## src/rtl/clk_div_monitor.sv

```systemverilog
// clk_div_monitor
// Brings the slow divided clock c0 into the fast inclk0 domain and turns its
// edges into single-cycle rise/fall strobes. Each half-period is measured in
// fast cycles and checked against EXPECTED_HALF. The block reports lock, counts
// loss-of-lock events, and flags a stopped c0.
module clk_div_monitor #(
    parameter int EXPECTED_HALF = 8,
    parameter int TOL           = 1,
    parameter int LOCK_COUNT    = 4,
    parameter int CNT_W         = 16,
    parameter int SYNC_STAGES   = 2
) (
    input  logic             inclk0,
    input  logic             reset,
    input  logic             c0_in,
    output logic             rise_pulse,
    output logic             fall_pulse,
    output logic [CNT_W-1:0] half_period,
    output logic             period_valid,
    output logic             locked,
    output logic             timeout,
    output logic [7:0]       lost_count
);

    localparam int GOOD_W = $clog2(LOCK_COUNT + 1);
    localparam logic [CNT_W-1:0] EXP_C       = CNT_W'(EXPECTED_HALF);
    localparam logic [CNT_W-1:0] TOL_C       = CNT_W'(TOL);
    localparam logic [CNT_W-1:0] TIMEOUT_CNT = CNT_W'(4 * EXPECTED_HALF);
    localparam logic [CNT_W-1:0] CNT_MAX     = '1;
    localparam logic [GOOD_W-1:0] GOOD_LAST  = GOOD_W'(LOCK_COUNT - 1);

    typedef enum logic [1:0] {IDLE, ACQUIRE, LOCKED} state_t;

    // Synchroniser chain, history flop and strobe registers
    logic [SYNC_STAGES-1:0] sync_reg;
    logic                   s_d_reg;
    logic                   rise_reg;
    logic                   fall_reg;
    logic                   s_sync;
    logic                   c0_edge;

    // Measurement and FSM state
    state_t            state_reg, state_next;
    logic [CNT_W-1:0]  cnt_reg, cnt_next;
    logic [GOOD_W-1:0] good_reg, good_next;
    logic [CNT_W-1:0]  hp_reg, hp_next;
    logic              pv_reg, pv_next;
    logic              locked_reg, locked_next;
    logic              timeout_reg, timeout_next;
    logic [7:0]        lost_reg, lost_next;

    logic [CNT_W-1:0]  diff;
    logic              in_tol;
    logic [7:0]        lost_inc;

    assign s_sync  = sync_reg[SYNC_STAGES-1];
    assign c0_edge = s_sync ^ s_d_reg;

    // Absolute deviation computed by ordering the operands, so it never wraps
    assign diff   = (cnt_reg >= EXP_C) ? (cnt_reg - EXP_C) : (EXP_C - cnt_reg);
    assign in_tol = (diff <= TOL_C);

    assign lost_inc = (lost_reg != 8'hFF) ? (lost_reg + 8'd1) : lost_reg;

    // Shift c0 through the synchroniser and register the edge strobes
    always_ff @(posedge inclk0) begin
        if (reset) begin
            sync_reg <= '0;
            s_d_reg  <= 1'b0;
            rise_reg <= 1'b0;
            fall_reg <= 1'b0;
        end else begin
            sync_reg <= {sync_reg[SYNC_STAGES-2:0], c0_in};
            s_d_reg  <= s_sync;
            rise_reg <= s_sync & ~s_d_reg;
            fall_reg <= ~s_sync & s_d_reg;
        end
    end

    // Saturating cycle counter, restarted at 1 on every synchronised edge
    always_comb begin
        cnt_next = cnt_reg;
        if (c0_edge) begin
            cnt_next = CNT_W'(1);
        end else if (cnt_reg != CNT_MAX) begin
            cnt_next = cnt_reg + CNT_W'(1);
        end
    end

    // Next-state and measurement outputs; an edge always takes priority
    // over the stopped-clock threshold
    always_comb begin
        state_next   = state_reg;
        good_next    = good_reg;
        hp_next      = hp_reg;
        pv_next      = 1'b0;
        locked_next  = locked_reg;
        timeout_next = timeout_reg;
        lost_next    = lost_reg;
        case (state_reg)
            IDLE: begin
                // First edge only arms the measurement; its count is partial
                if (c0_edge) begin
                    state_next   = ACQUIRE;
                    timeout_next = 1'b0;
                    good_next    = '0;
                end
            end
            ACQUIRE: begin
                if (c0_edge) begin
                    hp_next = cnt_reg;
                    pv_next = 1'b1;
                    if (in_tol) begin
                        good_next = good_reg + GOOD_W'(1);
                        if (good_reg == GOOD_LAST) begin
                            state_next  = LOCKED;
                            locked_next = 1'b1;
                        end
                    end else begin
                        good_next = '0;
                    end
                end else if (cnt_reg >= TIMEOUT_CNT) begin
                    state_next   = IDLE;
                    timeout_next = 1'b1;
                    locked_next  = 1'b0;
                    good_next    = '0;
                end
            end
            LOCKED: begin
                if (c0_edge) begin
                    hp_next = cnt_reg;
                    pv_next = 1'b1;
                    if (!in_tol) begin
                        state_next  = ACQUIRE;
                        locked_next = 1'b0;
                        good_next   = '0;
                        lost_next   = lost_inc;
                    end
                end else if (cnt_reg >= TIMEOUT_CNT) begin
                    state_next   = IDLE;
                    timeout_next = 1'b1;
                    locked_next  = 1'b0;
                    good_next    = '0;
                    lost_next    = lost_inc;
                end
            end
            default: begin
                state_next = IDLE;
            end
        endcase
    end

    // State and measurement registers
    always_ff @(posedge inclk0) begin
        if (reset) begin
            state_reg   <= IDLE;
            cnt_reg     <= '0;
            good_reg    <= '0;
            hp_reg      <= '0;
            pv_reg      <= 1'b0;
            locked_reg  <= 1'b0;
            timeout_reg <= 1'b0;
            lost_reg    <= 8'd0;
        end else begin
            state_reg   <= state_next;
            cnt_reg     <= cnt_next;
            good_reg    <= good_next;
            hp_reg      <= hp_next;
            pv_reg      <= pv_next;
            locked_reg  <= locked_next;
            timeout_reg <= timeout_next;
            lost_reg    <= lost_next;
        end
    end

    assign rise_pulse   = rise_reg;
    assign fall_pulse   = fall_reg;
    assign half_period  = hp_reg;
    assign period_valid = pv_reg;
    assign locked       = locked_reg;
    assign timeout      = timeout_reg;
    assign lost_count   = lost_reg;

endmodule

```

## config.mk

```make
export PLATFORM = sky130hd
export DESIGN_NAME = clk_div_monitor
export DESIGN_NICKNAME = d
export VERILOG_FILES = /design/src/rtl/clk_div_monitor.sv
export SDC_FILE = /design/constraint.sdc
export NUM_CORES = 1
export LEC_CHECK = 0
export ABC_CLOCK_PERIOD_IN_PS = 3100
export BUFFER_PORTS_ARGS = -buffer_cell sky130_fd_sc_hd__buf_2
export CAP_MARGIN = 30
export CORE_UTILIZATION = 35
export DETAILED_ROUTE_END_ITERATION = 10
export PLACE_DENSITY = 0.59
export SYNTH_ARGS = -nofsm -noshare
export SYNTH_HDL_FRONTEND = slang
export SYNTH_SLANG_ARGS = --single-unit
```

## constraint.sdc

```tcl
create_clock -name inclk0 -period 3.1 [get_ports inclk0]
set_input_delay 0.155 -clock inclk0 [delete_from_list [all_inputs] [get_ports inclk0]]
set_output_delay 0.155 -clock inclk0 [all_outputs]
set_load 0.02 [all_outputs]
```

==> results of run 1 <==
==> critical path: cells and delay by family (launching register included) <==
family	cells	cell delay, ns
compound gates	3	0.73
simple gates	4	1.47
flops	1	0.32
mux	1	0.36
==> power breakdown <==
part | internal (mW) | leakage [nW] | switching [mW]
sequential | 0.688 | 0.429 | 0.00661
combinational | 0.0491 | 0.980 | 0.0724
clock | 0.164 | 0.0447 | 0.251
==> worst max-delay path by stage <==
stage	startpoint	to	slack, ns	depth (start not counted)
after global routing	cnt_reg[3]	state_reg[1]	-0.0007	11
after global placement	cnt_reg[4]	state_reg[1]	0.08	10
after CTS	cnt_reg[3]	state_reg[1]	0.03	10
final	cnt_reg[10]	state_reg[1]	0.11	8
after detailed placement	cnt_reg[4]	state_reg[1]	-0.008	10
after floorplan	cnt_reg[3]	state_reg[1]	0.09	11
==> area by class of cell <==
cell class                      count  area share
Multi-Input combinational cell    287      0.5202
Sequential cell                    53      0.3006
Timing Repair Buffer               56     0.09703
Tap cell                          105     0.03718
Clock buffer                        5     0.01948
Inverter                           16     0.01841
Clock inverter                      3    0.007082
==> repair_timing <==
item,CTS,global route
gates resized for setup,1,4
gates cloned,0,0
hold endpoints to repair,0,0
buffers inserted,0,3
setup endpoints to repair,1,13
pin swaps,0,3
==> placed cells by master (no fill, tap or decap), types with 7 or more instances in the layout <==
cell / instances
nand2_1: 54
dfxtp_1: 52
nor2_1: 41
buf_2: 31
a21oi_1: 28
buf_4: 25
inv_1: 14
ha_1: 14
nor2b_1: 13
nand3_1: 11
o21ai_0: 9
nand4_1: 8
nor3_1: 7
==> cells by family after synthesis <==
kind of cell	after synthesis
AND/OR/NAND/NOR	182
adder cells (fa/ha/maj)	15
multiplexers	11
buffers and inverters	42
AO/OA/AOI/OAI	67
flip-flops	53
XOR/XNOR	12
==> through the flow <==
stage / utilization / instances / total power, mW / worst slack, ns / cell area [um^2]
floorplan: - / 382 / 0.7974 / 0.09452 / 3074
global placement: 0.4095 / 513 / 0.8223 / 0.07625 / 3398
detailed placement: 0.4104 / 514 / 0.8248 / -0.007802 / 3406
CTS: 0.4217 / 522 / 1.239 / 0.03429 / 3500
global route: 0.4258 / 525 / 1.282 / -0.0006957 / 3533
finish: 0.4258 / 525 / 1.230 / 0.1114 / 3533
==> layer usage <==
layer	vias up	part of all wire	track usage
met5	-	0	0
met4	0	0.013	0.04545
met3	10	0.032	0.02632
met2	45	0.48	0.2738
met1	1258	0.48	0.2140
li1	1406	-	-
==> summary.md, run 1 <==
| Metric | Value |
|---|---|
| Yosys top cell area share | `0.3494` |
| Post-CTS Hold Fix Bufs | `0` |
| Adder-Cell Fraction of Synth Area | `0.06180` |
| Slowest Stage Delay on Critical Path | `0.54 ns` |
| Synth cell types | `59` |
| Worst Hold Class | `primary input to register` |
| Routed wire length | `7.038 mm` |
| Crit Path Max Fanout | `3` |
| Cts bufs inserted | `5` |
| Root buf cell | `clkbuf_8` |
| Worst path slowest cell | `or4_4` |
| HPWL Detailed | `5.237 mm` |
| Placeable Area | `8299 um^2` |
| Die area | `9053 um^2` |
| Multiplexer share of the synthesized area | `0.04079` |
| Startpoint types | `register` |
| Cell count of the worst reg-to-reg path | `8` |
| RR Startpoint | `cnt_reg[10]` |
| FF+latch count, synth | `53` |
| Sequential fraction of the synthesis area | `0.3494` |
| GPL Wtd Cong | `0.8547` |
| Die Span X | `95.15 um` |
| MaxCap Viol Count | `0` |
| Yosys warns | `0` |
| Port Buffers | `31` |
| Simple logic cell fraction of the synthesized area | `0.3201` |
| Vias/cell | `5.179` |
| HP Start | `c0_in` |
| Final worst-path cycle share | `0.9641` |
| Clk slew on worst S/H paths | `0.10 ns` |
| TritonRoute pass-1 iters | `4` |
| First-pass GRT wire length | `11.54 mm` |
| Rel. slew slack | `0.5689` |
| Largest net degree at the start of global routing | `28` |
| Crit Path Class | `register to register` |
| DR WL/cell | `13.41 um` |
| Setup TNS | `0 ns` |
| Top FF cell, synth | `dfxtp_1` |
| Worst setup EP type | `register` |
| Multi-input gate area | `1838 um^2` |
| Synth Instances | `382` |
| Hold slack | `0.03956 ns` |
| Total grt overflow | `0` |
| FF-to-FF End | `state_reg[1]` |
| GRT Overall Usage | `0.1629` |
| Fin Clk Skew | `0.01461 ns` |
| Die height | `95.15 um` |
| # setup viols final | `0` |
| F_max | `0.3346 GHz` |
| Status | `completed` |
| Clk_lat worst skew | `0.32 ns` |
| Starting Density | `0.3659` |
| Most common cell in the netlist | `nand2_1` |
| Clock sink count | `53` |
| Top Ports | `32` |
| Hold Path End | `sync_reg[0]` |
| Worst EP required | `3.31 ns` |
| Final hold viol count | `0` |
| Vias in the first global route | `2430` |
| Reg2Reg Setup Slack | `0.11 ns` |
| Hold path depth | `2` |
| Fin crit period | `2.989 ns` |
| P_leak | `1.453 nW` |
| Pwr Density | `348.2 nW/um^2` |
| Nets | `437` |
| Vias | `2719` |
| Diodes inserted | `0` |
| Antenna-violating nets left | `0` |
| Initial antenna violation count | `0` |
| Post-Syn Area | `3037 um^2` |
| CTS tree | `done` |
| Worst VDD drop | `0.1591 mV` |
| Slew @ Worst Pin | `0.6467 ns` |
| Number of synthesized flops with an enable pin | `0` |
| H-tree Lvls | `2` |
| Register area | `1062 um^2` |
| Max clock buf depth | `2` |
| CP arrival | `3.20 ns` |
| Fillers | `853` |
| Post-synthesis xor/xnor area fraction | `0.03461` |
| Top post-synthesis cells by area | `dfxtp_1 (35%), nand2_1 (6.7%), ha_1 (6.2%)` |
| Slew Viols, Final | `0` |
| Share of post-route cells with drive strength above 1 | `0.2190` |
| Yosys top cell by area | `dfxtp_1` |
| Core Rows | `33` |
| Avg Synthesized Cell Area | `7.949 um^2` |
| Post-synth ARST share | `0` |
| Largest family of logic cells by synthesized area | `simple AND/OR/NAND/NOR gates` |
| P&R area growth vs syn | `16.36%` |
| Drt first-iter violations | `90` |
| Post-synthesis compound-gate area fraction | `0.1372` |
| Critical path, cell by cell | `or4_4 -> or4_1 -> and3_4 -> o31a_1 -> nor4b_4 -> a41oi_2 -> o31ai_1 -> mux2_2` |
| Syn nets | `400` |
| DRC viols | `0` |
| Most common library cells after synthesis | `nand2_1 (54), dfxtp_1 (53), nor2_1 (41)` |
No activity file was read; power rests on OpenSTA's default activity.
==> run 2: changes to the inputs <==
--- a/config.mk
+++ b/config.mk
@@ -6,11 +6,12 @@
 export NUM_CORES = 1
 export LEC_CHECK = 0
 export ABC_CLOCK_PERIOD_IN_PS = 3100
-export BUFFER_PORTS_ARGS = -buffer_cell sky130_fd_sc_hd__buf_2
+export BUFFER_PORTS_ARGS = -buffer_cell sky130_fd_sc_hd__buf_4
 export CAP_MARGIN = 30
-export CORE_UTILIZATION = 35
+export CORE_UTILIZATION = 53
 export DETAILED_ROUTE_END_ITERATION = 10
-export PLACE_DENSITY = 0.59
+export PLACE_DENSITY = 0.81
+export SKIP_LAST_GASP = 1
 export SYNTH_ARGS = -nofsm -noshare
 export SYNTH_HDL_FRONTEND = slang
 export SYNTH_SLANG_ARGS = --single-unit
==> summary.md, run 2 (synthesis results as in run 1) <==
| Metric | Value |
|---|---|
| Status | `completed` |
| Cts bufs inserted | `5 (unchanged)` |
| Post-CTS Hold Fix Bufs | `0 (unchanged)` |
| Final worst-path cycle share | `0.9679 (+0.003830)` |
| Most common cell after layout, fill and taps aside | `nand2_1` |
| Vias in the first global route | `2647 (+8.9%)` |
| Clock sink count | `53 (unchanged)` |
| Fin crit period | `3.000 ns (+0.01187 ns)` |
| Clk slew on worst S/H paths | `0.11 ns (about the same)` |
| Switching share of power | `0.2623 (-0.005730)` |
| Sequential Power Share | `0.572 (+0.008)` |
| Top Ports | `32 (unchanged)` |
| First-pass GRT wire length | `11.78 mm (+2.0%)` |
| Placeable Area | `5507 um^2 (-34%)` |
| Vias/cell | `5.760 (+11%)` |
| Worst setup EP type | `register` |
| Rel. slew slack | `0.5393 (-0.02959)` |
| Fin Clk Skew | `0.01137 ns (-0.003235 ns)` |
| Drt first-iter violations | `155 (+72%)` |
| TritonRoute pass-1 iters | `5 (+1)` |
| Vias | `2805 (+3.2%)` |
| Pwr Density | `343.6 nW/um^2 (-1.3%)` |
| Worst EP required | `3.30 ns (about the same)` |
| Die Span X | `77.70 um (-18%)` |
| Worst Hold Class | `primary input to register` |
| HPWL Detailed | `5.203 mm (-0.64%)` |
| DRC viols | `0 (unchanged)` |
| Crit Path Class | `register to register` |
| Die area | `6037 um^2 (-33%)` |
| Nets | `432 (-1.1%)` |
| Port Buffers | `31 (unchanged)` |
| Initial antenna violation count | `0 (unchanged)` |
| Antenna-violating nets left | `0 (unchanged)` |
| P&R area growth vs syn | `16.77%` |
| F_max | `0.3333 GHz (-0.40%)` |
| Core Rows | `27 (-18%)` |
| MaxCap Viol Count | `0 (unchanged)` |
| Crit Path Max Fanout | `4 (+1)` |
| Sw Pwr | `0.3196 mW (-3.1%)` |
| GPL Wtd Cong | `0.8980 (+5.1%)` |
| Share of post-route cells with drive strength above 1 | `0.2145 (-0.004590)` |
| Max clock buf depth | `2 (unchanged)` |
| Total grt overflow | `0 (unchanged)` |
| Setup TNS | `0 ns (unchanged)` |
| Largest net degree at the start of global routing | `50 (+79%)` |
| H-tree Lvls | `2 (unchanged)` |
| GRT Overall Usage | `0.2420 (+0.07904)` |
| Commonest cells after routing, fill and taps aside | `nand2_1 (54), dfxtp_1 (51), buf_4 (50)` |
| Startpoint types | `register` |
| Routed wire length | `7.075 mm (+0.53%)` |
| P_leak | `1.429 nW (-1.6%)` |
| Root buf cell | `clkbuf_8` |
| Hold slack | `0.05071 ns (+0.01114 ns)` |
| Final hold viol count | `0 (unchanged)` |
| Slew Viols, Final | `0 (unchanged)` |
| Die height | `77.70 um (-18%)` |
| CP arrival | `3.20 ns (about the same)` |
| Diodes inserted | `0 (unchanged)` |
| # setup viols final | `0 (unchanged)` |
| DR WL/cell | `14.53 um (+8.4%)` |
| Pint | `0.8988 mW (-0.20%)` |
| CTS tree | `done` |
| Combinational power share | `0.096 (-0.003)` |
| Clk_lat worst skew | `0.31 ns (about the same)` |
| Clk pwr share | `0.332 (-0.005)` |
| Worst VDD drop | `0.3893 mV (+140%)` |
| Starting Density | `0.5515 (+0.1856)` |
| Slew @ Worst Pin | `0.6911 ns (+0.04439 ns)` |
[run 2: stage by stage]
stage	cells	total power [mW]	instance area, um^2	util	setup slack, ns
floorplan	382	0.7974	3074	-	0.09452
global placement	478	0.8181	3420	0.6210	0.05387
detailed placement	478	0.8219	3420	0.6210	0.03507
CTS	486	1.221	3515	0.6383	0.02406
global route	487	1.272	3546	0.6439	-0.002041
finish	487	1.218	3546	0.6439	0.09955
[run 2: timing repair]
item,4_1_cts,5_1_grt
setup endpoints to repair,0,13
hold endpoints to repair,0,0
resized for setup,0,8
buffers inserted,0,1
[run 2: power groups by stage]
stage	logic [mW]	registers (mW)	clock network [mW]
after floorplan	0.0872	0.710	0
after global placement	0.106	0.712	0
after detailed placement	0.110	0.712	0
after CTS	0.110	0.696	0.414
after global routing	0.128	0.698	0.446
final	0.117	0.697	0.405
[run 2: area by class of cell]
type                       count  area, um^2
clock buffer                   5       68.82
clock inverter                 3       26.28
fill                         485        1961
inverter                      16       65.06
multi-input combinational    287        1846
sequential                    53        1064
tap                           72       90.09
timing repair buffer          51       386.6
[run 2: routing by layer]
layer  part of all wire  vias to the layer above  wire [um]  global-route usage
li1                   -                     1392          -                   -
met1               0.43                     1338       3075              0.2872
met2               0.51                       67       3601              0.4301
met3              0.046                        8        325             0.05882
met4              0.010                        0         73             0.06792
met5                  0                        -          0                   0
[run 2: final timing paths]
path	cells after the start	slack, ns	endpoint	startpoint
worst max-delay path	10	0.1	state_reg[1]	cnt_reg[3]
worst min-delay path	2	0.05	sync_reg[0]	c0_in
worst max register to register	10	0.1	state_reg[1]	cnt_reg[3]
worst min register to register	1	0.45	sync_reg[1]	sync_reg[0]
[run 2: worst max-delay path, cell delays in order, from the launching register on]
cell     delay [ns]
dfxtp_2        0.37
inv_6          0.07
ha_4           0.13
or3b_4         0.38
or4_1          0.40
and3_4         0.20
o31a_1         0.28
nor4b_4        0.26
a41oi_2        0.17
o31ai_1        0.28
mux2_2         0.37
==> run 3: changes to the inputs <==
--- a/config.mk
+++ b/config.mk
@@ -8,10 +8,13 @@
 export ABC_CLOCK_PERIOD_IN_PS = 3100
 export BUFFER_PORTS_ARGS = -buffer_cell sky130_fd_sc_hd__buf_4
 export CAP_MARGIN = 30
-export CORE_UTILIZATION = 53
+export CELL_PAD_IN_SITES_DETAIL_PLACEMENT = 0
+export CELL_PAD_IN_SITES_GLOBAL_PLACEMENT = 1
+export CORE_UTILIZATION = 39
 export DETAILED_ROUTE_END_ITERATION = 10
-export PLACE_DENSITY = 0.81
+export PLACE_DENSITY = 0.8
 export SKIP_LAST_GASP = 1
+export SLEW_MARGIN = 20
 export SYNTH_ARGS = -nofsm -noshare
 export SYNTH_HDL_FRONTEND = slang
 export SYNTH_SLANG_ARGS = --single-unit
==> summary.md, run 3 (synthesis results as in run 1) <==
| Metric | Value |
|---|---|
| Status | `completed` |
| First-pass GRT wire length | `12.05 mm (+2.3%)` |
| Kind of cell adding the most delay to the critical path | `simple AND/OR/NAND/NOR gates` |
| Clock sink count | `53 (unchanged)` |
| Placeable Area | `7408 um^2 (+35%)` |
| # setup viols final | `0 (unchanged)` |
| Hold slack | `0.04009 ns (-0.01062 ns)` |
| Most used cell, CP | `or4_4` |
| Worst path slowest cell | `or4_4` |
| Worst Hold Class | `primary input to register` |
| Cts bufs inserted | `5 (unchanged)` |
| TritonRoute pass-1 iters | `4 (-1)` |
| Root buf cell | `clkbuf_8` |
| Die height | `90.24 um (+16%)` |
| Critical path buffers and inverters | `0 (-1)` |
| Vias | `2758 (-1.7%)` |
| Total grt overflow | `0 (unchanged)` |
| Initial antenna violation count | `0 (unchanged)` |
| Post-CTS Hold Fix Bufs | `0 (unchanged)` |
| Die Span X | `90.24 um (+16%)` |
| CP arrival | `3.25 ns (+0.05 ns)` |
| Setup TNS | `0 ns (unchanged)` |
| Fillers | `742 (+53%)` |
| DR WL/cell | `13.88 um (-4.5%)` |
| Post-Layout Inst Area | `3642 um^2 (+2.7%)` |
| Post-place setup slack | `-0.04566 ns (-0.08073 ns)` |
| Vias in the first global route | `2603 (-1.7%)` |
| Diodes inserted | `0 (unchanged)` |
| Port Buffers | `31 (unchanged)` |
| Worst VDD drop | `0.2412 mV (-38%)` |
| Worst EP required | `3.31 ns (about the same)` |
| DRC viols | `0 (unchanged)` |
| Slew @ Worst Pin | `0.6612 ns (-0.02990 ns)` |
| Final worst-path cycle share | `0.9803 (+0.01246)` |
| Drt first-iter violations | `151 (-2.6%)` |
| Nets | `438 (+1.4%)` |
| Critical path, cell by cell | `or4_4 -> or4_4 -> and3_4 -> o31a_1 -> nor4b_4 -> a41oi_2 -> o31ai_2 -> mux2_4` |
| Starting Density | `0.4099 (-0.1416)` |
| Slowest Stage Delay on Critical Path | `0.55 ns (+0.15 ns)` |
| P&R area growth vs syn | `19.94%` |
| Clk slew on worst S/H paths | `0.11 ns (about the same)` |
| Share of post-route cells with drive strength above 1 | `0.2328 (+0.01832)` |
| Startpoint types | `register` |
| RSZ-0062 raised after global routing | `true` |
| Largest net degree at the start of global routing | `50 (unchanged)` |
| Pwr Density | `338.2 nW/um^2 (-1.6%)` |
| Slew Viols, Final | `0 (unchanged)` |
| Routed wire length | `7.217 mm (+2.0%)` |
| Fin Clk Skew | `0.007555 ns (-0.003819 ns)` |
| Worst setup EP type | `register` |
| P_leak | `1.463 nW (+2.4%)` |
| HPWL Detailed | `5.203 mm (about the same)` |
| H-tree Lvls | `2 (unchanged)` |
| Clk_lat worst skew | `0.32 ns (about the same)` |
| Rel. slew slack | `0.5592 (+0.01994)` |
| Fin crit period | `3.039 ns (+0.03863 ns)` |
| Instance area at placement | `3491 um^2 (+2.1%)` |
| Final hold viol count | `0 (unchanged)` |
| Antenna-violating nets left | `0 (unchanged)` |
| CTS tree | `done` |
| Core Rows | `31 (+15%)` |
| Crit Path Class | `register to register` |
| GRT Overall Usage | `0.1805 (-0.06144)` |
| GPL Wtd Cong | `0.8950 (-0.33%)` |
| Most common cell after layout, fill and taps aside | `buf_4` |
| Die area | `8143 um^2 (+35%)` |
| Top Ports | `32 (unchanged)` |
| Commonest cells after routing, fill and taps aside | `buf_4 (57), nand2_1 (54), dfxtp_1 (51)` |
| Final Util | `0.4916 (-0.1523)` |
| F_max | `0.3290 GHz (-1.3%)` |
| Crit Path Max Fanout | `3 (-1)` |
| Vias/cell | `5.304 (-7.9%)` |
| Max clock buf depth | `2 (unchanged)` |
| Post-route setup slack | `0.06092 ns (-0.03863 ns)` |
| MaxCap Viol Count | `0 (unchanged)` |
-- run 3: final cells by class --
| cell class | count | area (um^2) | area share |
|---|---|---|---|
| flip-flops and latches | 53 | 1066 | 0.2927 |
| inverters | 16 | 65.06 | 0.01786 |
| clock inverters | 3 | 26.28 | 0.007214 |
| well taps | 99 | 123.9 | 0.03401 |
| multi-input cells | 287 | 1864 | 0.5119 |
| clock buffers | 5 | 68.82 | 0.01889 |
| repair buffers | 57 | 427.9 | 0.1175 |
-- run 3: worst paths after layout --
kind               startpoint           end  slack, ns  cells past startpoint
setup reg to reg  cnt_reg[10]  state_reg[1]       0.06                      8
hold / removal          c0_in   sync_reg[0]       0.04                      2
setup / recovery  cnt_reg[10]  state_reg[1]       0.06                      8
hold reg to reg   sync_reg[0]   sync_reg[1]       0.46                      1
-- run 3: what timing repair did --
action | 4_1_cts | 5_1_grt
gates resized for setup | 2 | 11
setup buffers | 0 | 2
endpoints found under the setup margin | 1 | 11
pin swaps | 0 | 6
-- run 3: power by group --
group	switching [mW]	total [mW]	leakage, nW	internal [mW]
combinational	0.0722	0.119	0.991	0.0469
clock	0.254	0.419	0.0423	0.165
sequential	0.00646	0.693	0.429	0.687
-- run 3: through the flow --
step                power (mW)  cells
global route             1.289    520
global placement        0.8243    510
floorplan               0.7974    382
CTS                      1.246    518
detailed placement      0.8263    510
finish                   1.232    520
-- run 3: per-layer routing --
| metal | up-vias | share of wire | GRT usage |
|---|---|---|---|
| met4 | 0 | 0.018 | 0.05914 |
| met5 | - | 0 | 0 |
| met3 | 12 | 0.037 | 0.03299 |
| met2 | 66 | 0.48 | 0.3066 |
| met1 | 1269 | 0.47 | 0.2299 |
| li1 | 1411 | - | - |
